<file path="src/rtl/response_resolver_if.sv">
// Responder handshake bundle: the resolver (master) presents one responder address
// at a time, and the consumer (slave) accepts it with resp_ready.
interface response_resolver_if #(
    parameter int addr_bits = 7
);
    logic                 resp_valid;
    logic                 resp_ready;
    logic [addr_bits-1:0] resp_addr;
    logic                 resp_last;

    modport master (
        output resp_valid,
        output resp_addr,
        output resp_last,
        input  resp_ready
    );

    modport slave (
        input  resp_valid,
        input  resp_addr,
        input  resp_last,
        output resp_ready
    );
endinterface

</file>
<file path="src/rtl/response_resolver.sv">
// Multiple-response resolver: snapshots the CAPP tag bits and returns the tagged cells
// one per cycle, lowest index first. Optional macro RESOLVER_COUNT_EN adds resp_count.
//
// state | meaning
// IDLE  | waiting for start; pending is empty
// ISSUE | presenting the lowest pending responder on the handshake
// DONE  | one-cycle completion pulse, then back to IDLE
module response_resolver #(
    parameter int num_cells = 100,
    parameter int addr_bits = 7
) (
    input  logic                 CLK,
    input  logic                 RST,
    input  logic [num_cells-1:0] tag_wires,
    input  logic                 start,
    input  logic                 abort,
    output logic                 busy,
    output logic                 done,
    output logic                 none,
`ifdef RESOLVER_COUNT_EN
    output logic [addr_bits:0]   resp_count,
`endif
    response_resolver_if.master  resp
);

    typedef enum logic [1:0] {
        IDLE  = 2'd0,
        ISSUE = 2'd1,
        DONE  = 2'd2
    } state_t;

    localparam logic [num_cells-1:0] one_c = num_cells'(1);

    state_t               state, state_nxt;
    logic [num_cells-1:0] pending, pending_nxt;
    logic                 none_nxt;
    logic [num_cells-1:0] low_bit;
    logic                 single;
    logic [addr_bits-1:0] first_idx;
    logic                 handshake;

    // Isolating the lowest set bit keeps the clear mask independent of the encoder.
    assign low_bit   = pending & (~pending + one_c);
    assign single    = (pending != '0) && ((pending & (pending - one_c)) == '0);
    assign handshake = (state == ISSUE) && resp.resp_ready;

    always_comb begin
        first_idx = '0;
        for (int i = num_cells - 1; i >= 0; i--) begin
            if (pending[i]) first_idx = addr_bits'(i);
        end
    end

`ifdef RESOLVER_COUNT_EN
    logic [addr_bits:0] tag_popcount;
    logic [addr_bits:0] count_nxt;

    always_comb begin
        tag_popcount = '0;
        for (int i = 0; i < num_cells; i++) begin
            tag_popcount = tag_popcount + {{addr_bits{1'b0}}, tag_wires[i]};
        end
    end
`endif

    always_ff @(posedge CLK) begin
        if (RST) begin
            state   <= IDLE;
            pending <= '0;
            none    <= 1'b0;
        end else begin
            state   <= state_nxt;
            pending <= pending_nxt;
            none    <= none_nxt;
        end
    end

`ifdef RESOLVER_COUNT_EN
    always_ff @(posedge CLK) begin
        if (RST) resp_count <= '0;
        else     resp_count <= count_nxt;
    end
`endif

    always_comb begin
        state_nxt   = state;
        pending_nxt = pending;
        none_nxt    = none;
`ifdef RESOLVER_COUNT_EN
        count_nxt   = resp_count;
`endif
        case (state)
            IDLE: begin
                // abort beats start: nothing is captured
                if (start && !abort) begin
                    pending_nxt = tag_wires;
                    none_nxt    = (tag_wires == '0);
                    state_nxt   = (tag_wires == '0) ? DONE : ISSUE;
`ifdef RESOLVER_COUNT_EN
                    count_nxt   = tag_popcount;
`endif
                end
            end
            ISSUE: begin
                if (handshake) begin
                    pending_nxt = pending & ~low_bit;
`ifdef RESOLVER_COUNT_EN
                    count_nxt   = resp_count - 1'b1;
`endif
                    if (single) state_nxt = DONE;
                end
                if (abort) begin
                    pending_nxt = '0;
                    state_nxt   = IDLE;
                end
            end
            DONE: begin
                pending_nxt = '0;
                state_nxt   = IDLE;
            end
            default: begin
                pending_nxt = '0;
                state_nxt   = IDLE;
            end
        endcase
    end

    assign busy            = (state != IDLE);
    assign done            = (state == DONE);
    assign resp.resp_valid = (state == ISSUE);
    assign resp.resp_addr  = (state == ISSUE) ? first_idx : '0;
    assign resp.resp_last  = (state == ISSUE) && single;

endmodule

</file>
<file path="src/flat_wrapper.sv">
// flat-port wrapper written by rule: the top's interface ports become plain ports
module response_resolver_flat 
#(
    parameter int num_cells = 100,
    parameter int addr_bits = 7
)
  (CLK, RST, tag_wires, start, abort, busy, done, none, resp_resp_valid, resp_resp_addr, resp_resp_last, resp_resp_ready);
  response_resolver_if #(.addr_bits(addr_bits)) resp_i ();
  input  logic CLK;
  input  logic RST;
  input  logic [num_cells-1:0] tag_wires;
  input  logic start;
  input  logic abort;
  output logic busy;
  output logic done;
  output logic none;
  output wire logic [$bits(resp_i.resp_valid)-1:0] resp_resp_valid;
  output wire logic [$bits(resp_i.resp_addr)-1:0] resp_resp_addr;
  output wire logic [$bits(resp_i.resp_last)-1:0] resp_resp_last;
  input wire logic [$bits(resp_i.resp_ready)-1:0] resp_resp_ready;
  assign resp_resp_valid = resp_i.resp_valid;
  assign resp_resp_addr = resp_i.resp_addr;
  assign resp_resp_last = resp_i.resp_last;
  assign resp_i.resp_ready = resp_resp_ready;
  response_resolver #(.num_cells(num_cells), .addr_bits(addr_bits)) u_core (.CLK(CLK), .RST(RST), .tag_wires(tag_wires), .start(start), .abort(abort), .busy(busy), .done(done), .none(none), .resp(resp_i));
endmodule
</file>
<file path="config.mk">
export PLATFORM = sky130hd
export DESIGN_NAME = response_resolver_flat
export DESIGN_NICKNAME = d
export VERILOG_FILES = /design/src/rtl/response_resolver_if.sv /design/src/rtl/response_resolver.sv /design/src/flat_wrapper.sv
export SDC_FILE = /design/constraint.sdc
export NUM_CORES = 1
export LEC_CHECK = 0
export CORE_AREA = 2 2 155 157
export DETAILED_ROUTE_END_ITERATION = 10
export DIE_AREA = 0 0 157 159
export PLACE_DENSITY = 0.54
export SLEW_MARGIN = 15
export SYNTH_ARGS = -nofsm -noshare
export SYNTH_HDL_FRONTEND = slang
export SYNTH_SLANG_ARGS = --single-unit
</file>
<file path="constraint.sdc">
create_clock -name CLK -period 10.72 [get_ports CLK]
set_input_delay 2.144 -clock CLK [delete_from_list [all_inputs] [get_ports CLK]]
set_output_delay 2.144 -clock CLK [all_outputs]
set_load 0.1 [all_outputs]
</file>
==> flow_summary.yaml <==
synthesis:
  synth_top_family_by_area: "simple AND/OR/NAND/NOR gates"
  synth_xor_area_share_pct: 0
  ys_types: 70
  synthTopCellsByCount: "nor2_1 (177), clkbuf_1 (104), nand2_1 (104)"
  synth_area_leaders: "dfxtp_1 (26%), nor2_1 (8.3%), a22oi_1 (5.2%)"
  synth.area.mux_share_pct: 0.1249
  synth_edf_count: 0
  synth.net_count: 1250
  postSynth.asyncResetShare_pct: 0
  syn_area_per_cell_sq_um: 6.997
  ys.flop_type: "dfxtp_1"
  synth.most_common_cell: "nor2_1"
  netlist.area_leader.share_pct: 25.74
  synthAdderAreaFrac_pct: 0
  syn_inst: 1145
  synth_area_sq_um: 8011
  synth_simple_gate_area_share_pct: 33.33
  ys_ff_latch: 103
  netlist.top_cell.by_area: "dfxtp_1"
  yosys_warnings: 0
  ys_seq_area_share_pct: 25.74
  synth_compound_area_share_pct: 33.16
timing:
  max_slew_margin_pct: 25.45
  worst_pin_slew_ns: 1.108
  fmax_mhz: 127.5
  skew_ns: 0.009452
  period_share_pct: 73.16
  fin_crit_ns: 7.843
  rsz0062_at_grt: "no"
  tns_ns: 0
  slew_violations: 0
  setup_viol: 0
  hold_violations: 0
global_routing:
  grt_pass1_wl_um: 56880
  antenna_found_initial: 0
  grt_max_degree: 91
  grt_util_all_layers_pct: 29.65
  grt-ovfl-total: 0
  grt_pass1_vias: 8973
setup_path:
  slowest_stage: "clkdlybuf4s50_1"
  end_kind: "output port"
  path_buf_inv: 1
  r2r-start: "u_core.pending[4]"
  startpoint_type: "flip-flop"
  regToRegEndpoint: "u_core.state[1]"
  slowest_delay_ns: 1.15
  worstPathMaxFanout: 20
  regToRegSetupSlack_ns: 6.08
  crit_required_ns: 8.58
  cp_top_family: "simple AND/OR/NAND/NOR gates"
  crit_type: "reg -> out"
  crit_path_cell_trace: "nor4_4 -> nand4_2 -> or3_1 -> o31a_1 -> a2111oi_0 -> nand4_1 -> nor4_1 -> nand4_1 -> nor2_1 -> clkdlybuf4s50_1"
  r2r_cells: 10
  cp.arrival_ns: 5.70
  cpMostUsedCell: "nand4_1"
status:
  status: "completed"
clock_network:
  cts-hold-fix-buffers: 0
  cts_resized: 0
  cts_htree_levels: 3
  clk_pin_slew_ns: 0.08
  clk_latency_ns: 0.37
  clock-root-buffer: "clkbuf_16"
  cts_tree: "yes"
  cts_setup_buffers: 0
  clock-sinks: 103
  cts_buffers: 9
  clockBufferDepth: 2
die:
  initial_core_util_pct: 34.54
  die_area_sq_um: 24960
  rows: 56
  die_h_um: 159
  ioPinCount: 117
  core-area_sq_um: 23190
  die_w_um: 157
min_path:
  holdPathStages: 2
  hold_start: "u_core.none"
  hold_end: "u_core.none"
  hp-class: "reg -> reg"
power_and_ir_drop:
  p_leak_nw: 3.223
  p_switching_uw: 550.5
  power_density_nw_per_um2: 142.1
  switching_share_pct: 40.87
  combPwrFrac_pct: 36.5
  pwr-share-clk_pct: 27.9
  power.internal_uw: 796.4
  irDropWorstVdd_mv: 0.07777
  seq_power_share_pct: 35.6
drt:
  remaining_drc_errors: 0
  ant_nets: 0
  wl_um: 37930
  vias: 9787
  vias_per_cell: 6.608
  initialDrtViolationCount: 1399
  first_pass_iters: 6
  wl_per_cell_um: 25.61
final_layout:
  diodes: 0
  drive_gt1_share_pct: 5.680
  instances_no_fill: 1481
  final_nets: 1262
  syn2layout_area_growth_pct: 18.30
  nFillCells: 2472
run:
  cap_viol_max_count: 0
placement:
  placed_cells: 1465
  io_buffers: 116
  dp_hpwl_um: 27560
  gp_congestion: 0.9939
[per-layer routing]
| layer | vias up | GRT usage, % | part of all wire, % |
|---|---|---|---|
| li1 | 4378 | - | - |
| met1 | 4682 | 42.11 | 43 |
| met2 | 619 | 45.41 | 44 |
| met3 | 108 | 3.756 | 8.7 |
| met4 | 0 | 11.55 | 4.2 |
| met5 | - | 0 | 0 |
[sequential cells by signal (all words and copies together), names as in the netlist]
register	count
u_core.state	2
u_core.none	1
u_core.pending	100
[placed cells by master (no fill, tap or decap), types with 24 or more instances in the layout]
| cell | synthesis | layout |
|---|---|---|
| a21oi_1 | 82 | 82 |
| a22oi_1 | 55 | 55 |
| a32oi_1 | 25 | 25 |
| clkdlybuf4s50_1 | 0 | 115 |
| dfxtp_1 | 103 | 103 |
| inv_1 | 27 | 27 |
| nand2_1 | 104 | 104 |
| nor2_1 | 177 | 173 |
| nor3_1 | 40 | 40 |
| nor4_1 | 64 | 64 |
| o21ai_0 | 70 | 70 |
| o31ai_1 | 24 | 24 |
[logic make-up after synthesis]
group                  after synthesis
AND/OR/NAND/NOR                    508
AO/OA/AOI/OAI                      382
buffers and inverters              151
flip-flops                         103
multiplexers                         1
[stage by stage]
step / hold slack, ns / area (sq um) / utilization [%] / total power [mW] / setup WS, ns
6_report: 0.4874 / 9478 / 40.87 / 1.347 / 2.877
5_1_grt: 0.5189 / 9478 / 40.87 / 1.403 / 2.719
4_1_cts: 0.4926 / 9478 / 40.87 / 1.335 / 2.972
3_5_place_dp: 0.4783 / 9158 / 39.49 / 0.9617 / 3.397
3_3_place_gp: 0.4653 / 9158 / 39.49 / 0.9651 / 3.562
2_1_floorplan: 0.5204 / 8011 / - / 0.7826 / 2.243
[worst register-to-register path: cells and delay by family, from the launching register on]
kind | cells | cell delay, ns
and+or+nand+nor | 7 | 2.82
AOI/OAI and AO/OA | 3 | 1.32
DFF | 1 | 0.43
[worst max-delay path by stage]
stage | start | end | slack (ns) | depth (start not counted)
final | u_core.pending[4] | resp_resp_last | 2.88 | 10
after CTS | u_core.pending[4] | resp_resp_last | 2.97 | 10
after detailed placement | u_core.pending[4] | resp_resp_last | 3.40 | 10
after global placement | u_core.pending[4] | resp_resp_last | 3.56 | 10
after global routing | u_core.pending[4] | resp_resp_last | 2.72 | 10
after floorplan | u_core.pending[16] | resp_resp_addr[6] | 2.24 | 6
[power by group through the flow]
stage | Sequential [mW] | Combinational, mW | Clock [mW]
after floorplan | 0.436 | 0.346 | 0
after global placement | 0.485 | 0.480 | 0
after detailed placement | 0.485 | 0.476 | 0
after CTS | 0.477 | 0.479 | 0.379
after global routing | 0.485 | 0.524 | 0.393
final | 0.480 | 0.492 | 0.375
[final cells by class]
type | instances | area, sq um | area share [%]
Clock inverter | 7 | 95.09 | 1.003
Multi-Input combinational cell | 891 | 5369 | 56.65
Sequential cell | 103 | 2062 | 21.76
Inverter | 27 | 101.3 | 1.069
Timing Repair Buffer | 125 | 1226 | 12.94
Clock buffer | 9 | 225.2 | 2.376
Tap cell | 319 | 399.1 | 4.211
(Power assumes the default switching activity.)
